### src/rtl/sprite_arb_pkg.sv
// Shared constants and types for the sprite ROM arbiter.
package sprite_arb_pkg;

  localparam int unsigned ROM_LAT_MAX = 3;
  localparam int unsigned N_REQ_MAX   = 8;

  typedef logic [2:0] req_id_t;

  localparam req_id_t REQ_PLAYER = 3'd0;
  localparam req_id_t REQ_ALIEN  = 3'd1;
  localparam req_id_t REQ_BULLET = 3'd2;
  localparam req_id_t REQ_SHIELD = 3'd3;

endpackage

### src/rtl/rr_priority_picker.sv
// Combinational round-robin picker: first eligible index at or after ptr, with wrap.
module rr_priority_picker #(
  parameter int unsigned N     = 4,
  parameter int unsigned IDX_W = (N > 1) ? $clog2(N) : 1
) (
  input  logic [N-1:0]     elig,
  input  logic [IDX_W-1:0] ptr,
  output logic [N-1:0]     onehot,
  output logic [IDX_W-1:0] idx,
  output logic             any
);

  logic [2*N-1:0] dbl;

  always_comb begin
    // Lower copy masked below ptr; upper copy unmasked supplies the wrap-around.
    dbl = {elig, elig};
    for (int unsigned i = 0; i < N; i++) begin
      dbl[i] = elig[i] && (i >= 32'(ptr));
    end
    onehot = '0;
    idx    = '0;
    any    = 1'b0;
    for (int unsigned i = 0; i < 2*N; i++) begin
      if (!any && dbl[i]) begin
        any                          = 1'b1;
        idx                          = IDX_W'((i < N) ? i : i - N);
        onehot[(i < N) ? i : i - N]  = 1'b1;
      end
    end
  end

endmodule

### src/rtl/sprite_rom_arbiter.sv
// Round-robin arbiter sharing the sprite ROM; returns data tagged with requester id.
// Define SPRITE_ARB_FIXED_PRIO_EN for fixed (lowest index wins) priority.
module sprite_rom_arbiter
  import sprite_arb_pkg::*;
#(
  parameter int unsigned N_REQ   = 4,
  parameter int unsigned ADDR_W  = 10,
  parameter int unsigned DATA_W  = 12,
  parameter int unsigned ROM_LAT = 1
) (
  input  logic                       clk,
  input  logic                       reset,
  input  logic [N_REQ-1:0]           req,
  input  logic [N_REQ*ADDR_W-1:0]    req_addr,
  output logic [N_REQ-1:0]           gnt,
  output logic                       rom_en,
  output logic [ADDR_W-1:0]          rom_addr,
  input  logic [DATA_W-1:0]          rom_data,
  output logic                       rd_valid,
  output logic [$clog2(N_REQ)-1:0]   rd_id,
  output logic [DATA_W-1:0]          rd_data
);

  localparam int unsigned ID_W = $clog2(N_REQ);

  logic [N_REQ-1:0]  elig;
  logic [N_REQ-1:0]  win_onehot;
  logic [ID_W-1:0]   win_idx;
  logic              win_any;
  logic [ID_W-1:0]   ptr;
  logic [ADDR_W-1:0] sel_addr;
  req_id_t           gnt_id;
  logic [ROM_LAT-1:0] tag_v;
  req_id_t           tag_id [ROM_LAT];

  // A requester in its acknowledge cycle is not eligible again.
  assign elig = req & ~gnt;

  rr_priority_picker #(
    .N     (N_REQ),
    .IDX_W (ID_W)
  ) u_picker (
    .elig   (elig),
    .ptr    (ptr),
    .onehot (win_onehot),
    .idx    (win_idx),
    .any    (win_any)
  );

  always_comb begin
    sel_addr = '0;
    for (int unsigned i = 0; i < N_REQ; i++) begin
      if (win_onehot[i]) sel_addr = req_addr[i*ADDR_W +: ADDR_W];
    end
  end

`ifdef SPRITE_ARB_FIXED_PRIO_EN
  assign ptr = '0;
`else
  always_ff @(posedge clk or negedge reset) begin
    if (!reset) begin
      ptr <= '0;
    end else if (win_any) begin
      ptr <= (32'(win_idx) == N_REQ - 1) ? '0 : win_idx + 1'b1;
    end
  end
`endif

  // Tag pipeline is fed from the registered grant so its output lines up with rom_data.
  always_ff @(posedge clk or negedge reset) begin
    if (!reset) begin
      gnt      <= '0;
      rom_en   <= 1'b0;
      rom_addr <= '0;
      gnt_id   <= '0;
      tag_v    <= '0;
      for (int unsigned i = 0; i < ROM_LAT; i++) tag_id[i] <= '0;
    end else begin
      gnt    <= win_onehot;
      rom_en <= win_any;
      if (win_any) begin
        rom_addr <= sel_addr;
        gnt_id   <= req_id_t'(win_idx);
      end
      tag_v[0]  <= rom_en;
      tag_id[0] <= gnt_id;
      for (int unsigned i = 1; i < ROM_LAT; i++) begin
        tag_v[i]  <= tag_v[i-1];
        tag_id[i] <= tag_id[i-1];
      end
    end
  end

  assign rd_valid = tag_v[ROM_LAT-1];
  assign rd_id    = tag_id[ROM_LAT-1][ID_W-1:0];
  assign rd_data  = rom_data;

endmodule

### config.mk
export PLATFORM = sky130hd
export DESIGN_NAME = sprite_rom_arbiter
export DESIGN_NICKNAME = d
export VERILOG_FILES = /design/src/rtl/sprite_arb_pkg.sv /design/src/rtl/rr_priority_picker.sv /design/src/rtl/sprite_rom_arbiter.sv
export SDC_FILE = /design/constraint.sdc
export NUM_CORES = 1
export LEC_CHECK = 0
export CAP_MARGIN = 20
export CELL_PAD_IN_SITES_DETAIL_PLACEMENT = 0
export CELL_PAD_IN_SITES_GLOBAL_PLACEMENT = 1
export CORE_MARGIN = 2
export CORE_UTILIZATION = 27
export CTS_BUF_LIST = sky130_fd_sc_hd__clkbuf_2
export DETAILED_ROUTE_END_ITERATION = 16
export HOLD_SLACK_MARGIN = 0.08
export PLACE_DENSITY = 0.93
export SETUP_SLACK_MARGIN = 0.15
export SLEW_MARGIN = 15
export SYNTH_ARGS = -nofsm -noshare
export SYNTH_HDL_FRONTEND = slang
export SYNTH_SLANG_ARGS = --single-unit
### constraint.sdc
create_clock -name clk -period 4.15 [get_ports clk]
set_clock_uncertainty 0.2 [all_clocks]
set_input_delay 0.6225 -clock clk [delete_from_list [all_inputs] [get_ports clk]]
set_output_delay 0.6225 -clock clk [all_outputs]
set_load 0.05 [all_outputs]
## Word-level counts from Yosys, hierarchy flattened

Cells that the tools add are included.

- Logic and storage cells: 58
- Input bits: 58
- Output and inout port bits: 30
- Register bits after elaboration: 22

- Reductions and logical operators: 17
- Bitwise logic cells: 2
- Add/subtract/negate cells: 1
- Magnitude comparators: 3
- Equality and inequality tests: 1
- Multiplexer cells: 27

Operator list:

| cell | count |
|---|---|
| $mux W10 | 4 |
| $mux W1 | 16 |
| $mux W2 | 7 |
| $logic_and A1 B1 Y1 | 10 |
| $logic_not A1 Y1 | 7 |
| $and A4 B4 Y4 | 1 |
| $ge A1 B2 Y1 const A | 2 |
| $not A4 Y4 | 1 |
| $add A2 B1 Y2 const B | 1 |
| $eq A2 B2 Y1 const B | 1 |
| $ge A2 B2 Y1 const A | 1 |

## Longest topological paths before layout

- Word-level depth: 27
- Gate-level depth with buffers: 8
- Depth with buffers taken out: 6

## Modules after synthesis

From an unflattened synthesis, not the netlist that was laid out.

- Cell total of the unflattened synthesis: 143
- Area, all modules: 1,407.6 um^2

Modules (own cells, without submodules):

| module | cells an instance | sequential area each (um^2) | area an instance (um^2) | instances |
|---|---|---|---|---|
| sprite_rom_arbiter | 114 | 550.5 | 1,231.2 | 1 |
| rr_priority_picker | 29 | 0.0 | 176.4 | 1 |

## Worst setup path before layout

OpenSTA, ideal clock, no wires.

- Path type: reg-to-reg
- From: register gnt[0]
- To: register gnt_id[0]
- Stages on the path, launching flop included: 7
- Arrival time: 1.709 ns
- Path buffers: 1
- Period minus slack after synthesis: 2.033 ns
- Required time: 3.826 ns
- Setup time: 0.124 ns
- Path slack: 2.117 ns
- Cell sequence: dfrtp_1 -> or3b_4 -> a21o_1 -> buf_6 -> nand2b_4 -> inv_1 -> a211o_1

- Cells in the longest elaborated chain, start to end: 25
- Elaborated cells on any way between the ends: 32
- Those cells by class: 15 x mux; 2 x bitwise; 15 x reduce/logical

Ends and longest elaborated chain:

| item | line | RTL |
|---|---|---|
| start, declared | sprite_rom_arbiter.sv:15 | `output logic [N_REQ-1:0] gnt,` |
| start signal, assigned | sprite_rom_arbiter.sv:79 | `gnt <= win_onehot;` |
| $not A4 Y4 (*) | sprite_rom_arbiter.sv:37 | `assign elig = req & ~gnt;` |
| $and A4 B4 Y4 (*) | sprite_rom_arbiter.sv:37 |  |
| $logic_and A1 B1 Y1 | rr_priority_picker.sv:19 | `dbl[i] = elig[i] && (i >= 32'(ptr));` |
| $mux W1 | rr_priority_picker.sv:25 | `if (!any && dbl[i]) begin` |
| $logic_not A1 Y1 | rr_priority_picker.sv:25 |  |
| $logic_and A1 B1 Y1 | rr_priority_picker.sv:25 |  |
| $mux W1 | rr_priority_picker.sv:25 |  |
| $logic_not A1 Y1 | rr_priority_picker.sv:25 |  |
| [... 9 more ...] | n/a |  |
| $logic_and A1 B1 Y1 | rr_priority_picker.sv:25 |  |
| $mux W1 | rr_priority_picker.sv:25 |  |
| $logic_not A1 Y1 | rr_priority_picker.sv:25 |  |
| $logic_and A1 B1 Y1 | rr_priority_picker.sv:25 |  |
| $mux W1 | rr_priority_picker.sv:25 |  |
| $logic_not A1 Y1 | rr_priority_picker.sv:25 |  |
| $logic_and A1 B1 Y1 | rr_priority_picker.sv:25 |  |
| $mux W2 or $mux W1 (tied branches) | rr_priority_picker.sv:25 |  |
| end signal, assigned | sprite_rom_arbiter.sv:83 | `gnt_id <= req_id_t'(win_idx);` |
| end, declared | sprite_rom_arbiter.sv:32 | `req_id_t gnt_id;` |

Every way passes the cells marked *; elsewhere a longest branch is shown, timed or not.
A chain may end at the register's enable or synchronous reset.

## Final worst setup path

- From: input req[3]
- To: register rom_addr[2]

- Cells in the longest elaborated chain, start to end: 16
- Elaborated cells on any way between the ends: 24
- Those cells by class: 14 x mux; 1 x bitwise; 9 x reduce/logical

Ends and longest elaborated chain:

| item | line | RTL |
|---|---|---|
| start, declared | sprite_rom_arbiter.sv:13 | `input logic [N_REQ-1:0] req,` |
| $and A4 B4 Y4 (*) | sprite_rom_arbiter.sv:37 |  |
| $logic_and A1 B1 Y1 | rr_priority_picker.sv:25 |  |
| $mux W1 | rr_priority_picker.sv:25 |  |
| $logic_not A1 Y1 | rr_priority_picker.sv:25 |  |
| $logic_and A1 B1 Y1 | rr_priority_picker.sv:25 |  |
| $mux W1 | rr_priority_picker.sv:25 |  |
| $logic_not A1 Y1 | rr_priority_picker.sv:25 |  |
| $logic_and A1 B1 Y1 | rr_priority_picker.sv:25 |  |
| $mux W1 | rr_priority_picker.sv:25 |  |
| $logic_not A1 Y1 | rr_priority_picker.sv:25 |  |
| $logic_and A1 B1 Y1 | rr_priority_picker.sv:25 |  |
| $mux W1 | rr_priority_picker.sv:25 |  |
| $logic_not A1 Y1 | rr_priority_picker.sv:25 |  |
| $logic_and A1 B1 Y1 | rr_priority_picker.sv:25 |  |
| $mux W1 | rr_priority_picker.sv:25 |  |
| $mux W10 | sprite_rom_arbiter.sv:53 | `if (win_onehot[i]) sel_addr = req_addr[i*ADDR_W +: ADDR_W];` |
| end signal, assigned | sprite_rom_arbiter.sv:82 | `rom_addr <= sel_addr;` |
| end, declared | sprite_rom_arbiter.sv:17 | `output logic [ADDR_W-1:0] rom_addr,` |

Marks and branches as above.

==> out/results.ini <==
[critical_path]
worstSetupPathType = primary input to register
start_kind = primary input
crit_arrival_ps = 2720
critPathMaxFanout = 12
end_kind = register
crit_required_ps = 4200

[grt]
grt.total_usage_pct = 14.2
gr-total-overflow = 0
grt_max_degree = 23
grt_pass1_vias = 1234
grt_pass1_wl_um = 5840
antenna_found_initial = 0

[pwr]
p_comb_share_pct = 61.7
vdd_drop_max_uv = 271
p_seq_share_pct = 27.3
p_int_w = 0.000716
p_per_area_mw_per_mm2 = 745
p_leak_nw = 0.775
p_clk_share_pct = 10.9
switching_power_w = 0.000705
switching_share_pct = 49.6

[drt]
wl_um = 3890
drt_first_pass_iters = 4
vias = 1293
vias_per_cell = 5.28
drc = 0
drtAntennaViolNets = 0
first_iter_violations = 119
wl_per_cell_um = 15.9

[finish]
layout_commonest_cell = clkdlybuf4s50_1
mostFrequentLayoutCells = clkdlybuf4s50_1, dfrtp_1, a21oi_1
syn2layout_area_growth_pct = 46.4
layout-drive-gt1-share_pct = 4.71
final_nets = 250
antenna_cells = 0

[clock_network]
htreeDepth = 1
cts_setup_buffers = 0
cts_tree = built
cts.sinks = 22
cts-root-buf = clkbuf_2
clk_latency_ps = 340
hold_buffers = 0
clkTransAtPathRegs_ps = 230
clock_path_buffers = 2
cts_resized = 0
numCtsBuffers = 3

[synth]
synthTopCellsByArea = dfrtp_1, buf_4, a21oi_1
yosysTopAreaCell = dfrtp_1
syn_nets = 202
ys_seq_area_share_pct = 42.3
yosysUniqueCellTypes = 29
synth_seq_cells = 22
async_flop_share_pct = 100
syn_area_per_cell_um2 = 9.05
synth-edff-count = 0
netlist.area_leader.share_pct = 42.3
synth_warnings = 0
syn_area_mm2 = 0.00130
synthCells = 144
ys.flop_type = dfrtp_1

[run_status]
status = completed

[floorplanning]
core_area_mm2 = 0.00469
die_y_um = 73.5
die_area_mm2 = 0.00540
initial_core_util_pct = 27.8
dieWidth_um = 73.5
boundaryPins = 88
fp-row-count = 25

[timing]
holdWs_ps = 218
hold_viol = 0
rsz0062_at_grt = false
setup_violations = 0
tightest_slew_ps = 1020
max_freq_mhz = 374
slew_headroom_pct = 32.3
post-route-period-util_pct = 64.4
fin_crit_ps = 2670
tns_ps = 0
drv_slew = 0

[hold_path]
min_path_type = register to register

[placed_design]
hpwl_um = 2840
io_buffers = 63
gp_congestion = 0.869

[job]
maxCapViolations = 0

[worst paths after layout]
path | start | end | slack (ps) | cells past startpoint
worst max-delay path | req[3] | rom_addr[2] | 1480 | 7
worst min-delay path | gnt_id[1] | tag_id[1] | 220 | 0
worst max register to register | gnt[3] | rom_addr[2] | 1730 | 6
worst min register to register | gnt_id[1] | tag_id[1] | 220 | 0
max in group asynchronous | reset | gnt_id[1] | 2810 | 2
min in group asynchronous | reset | rom_addr[5] | 420 | 1
[metrics by stage]
step                      instances  utilization (%)  setup slack (ps)  area [um^2]  power, W
after floorplan                 144                -              2120         1300   0.00103
after global placement          240             39.4              1150         1850   0.00126
after detailed placement        240             39.4              1130         1850   0.00127
after CTS                       244             40.4              1510         1900   0.00142
after global routing            245             40.6              1330         1910   0.00150
final                           245             40.6              1480         1910   0.00142
[cell type report]
class	instances	area, um^2
Clock buffer	3	15.0
Clock inverter	1	30.0
Timing Repair Buffer	65	649
Sequential cell	22	551
Multi-Input combinational cell	89	553
Fill cell	476	2790
Inverter	11	41.3
Tap cell	54	67.6
[layer usage]
metal / vias up / global-route usage, % / wire length, um
li1: 610 / - / -
met1: 608 / 19.5 / 1780
met2: 73 / 22.1 / 1750
met3: 2 / 3.70 / 352
met4: 0 / 3.43 / 14
met5: - / 0 / 0
[state kept, by name (all words and copies together) (netlist names)]
signal / count
gnt: 4
gnt_id: 2
ptr: 2
rd_valid: 1
rom_addr: 10
rom_en: 1
tag_id: 2
[cell usage after synthesis (2+ instances only)]
| cell type | number |
|---|---|
| a21boi_0 | 2 |
| a21o_1 | 2 |
| a21oi_1 | 16 |
| a221oi_1 | 9 |
| a32oi_1 | 3 |
| buf_2 | 3 |
| buf_4 | 12 |
| buf_6 | 2 |
| clkbuf_1 | 4 |
| dfrtp_1 | 22 |
| inv_1 | 11 |
| nand2_1 | 4 |
| nand2b_1 | 5 |
| nand3_1 | 10 |
| nor2_1 | 4 |
| nor2b_1 | 3 |
| o21ai_0 | 10 |
| o22ai_1 | 11 |
[worst max-delay path, cell delays in order]
cell and delay, ps:
clkdlybuf4s50_1 420, nand2b_1 210, nand3_1 200, nor2_1 570, inv_1 410, o22ai_1 230
a21oi_1 60
[cell families after synthesis]
group                  Yosys count  synth area share (%)
buffers and inverters           33                  15.3
and+or+nand+nor                 31                  13.4
DFF                             22                  42.3
AOI/OAI and AO/OA               58                  29.1
[power groups by stage]
stage	Sequential, W	Combinational (W)	Clock, W
5_1_grt	0.000400	0.000932	0.000169
3_5_place_dp	0.000392	0.000877	0
4_1_cts	0.000388	0.000877	0.000159
3_3_place_gp	0.000394	0.000866	0
6_report	0.000388	0.000877	0.000155
2_1_floorplan	0.000641	0.000392	0
Note: power is estimated with default switching activity, not from simulation.
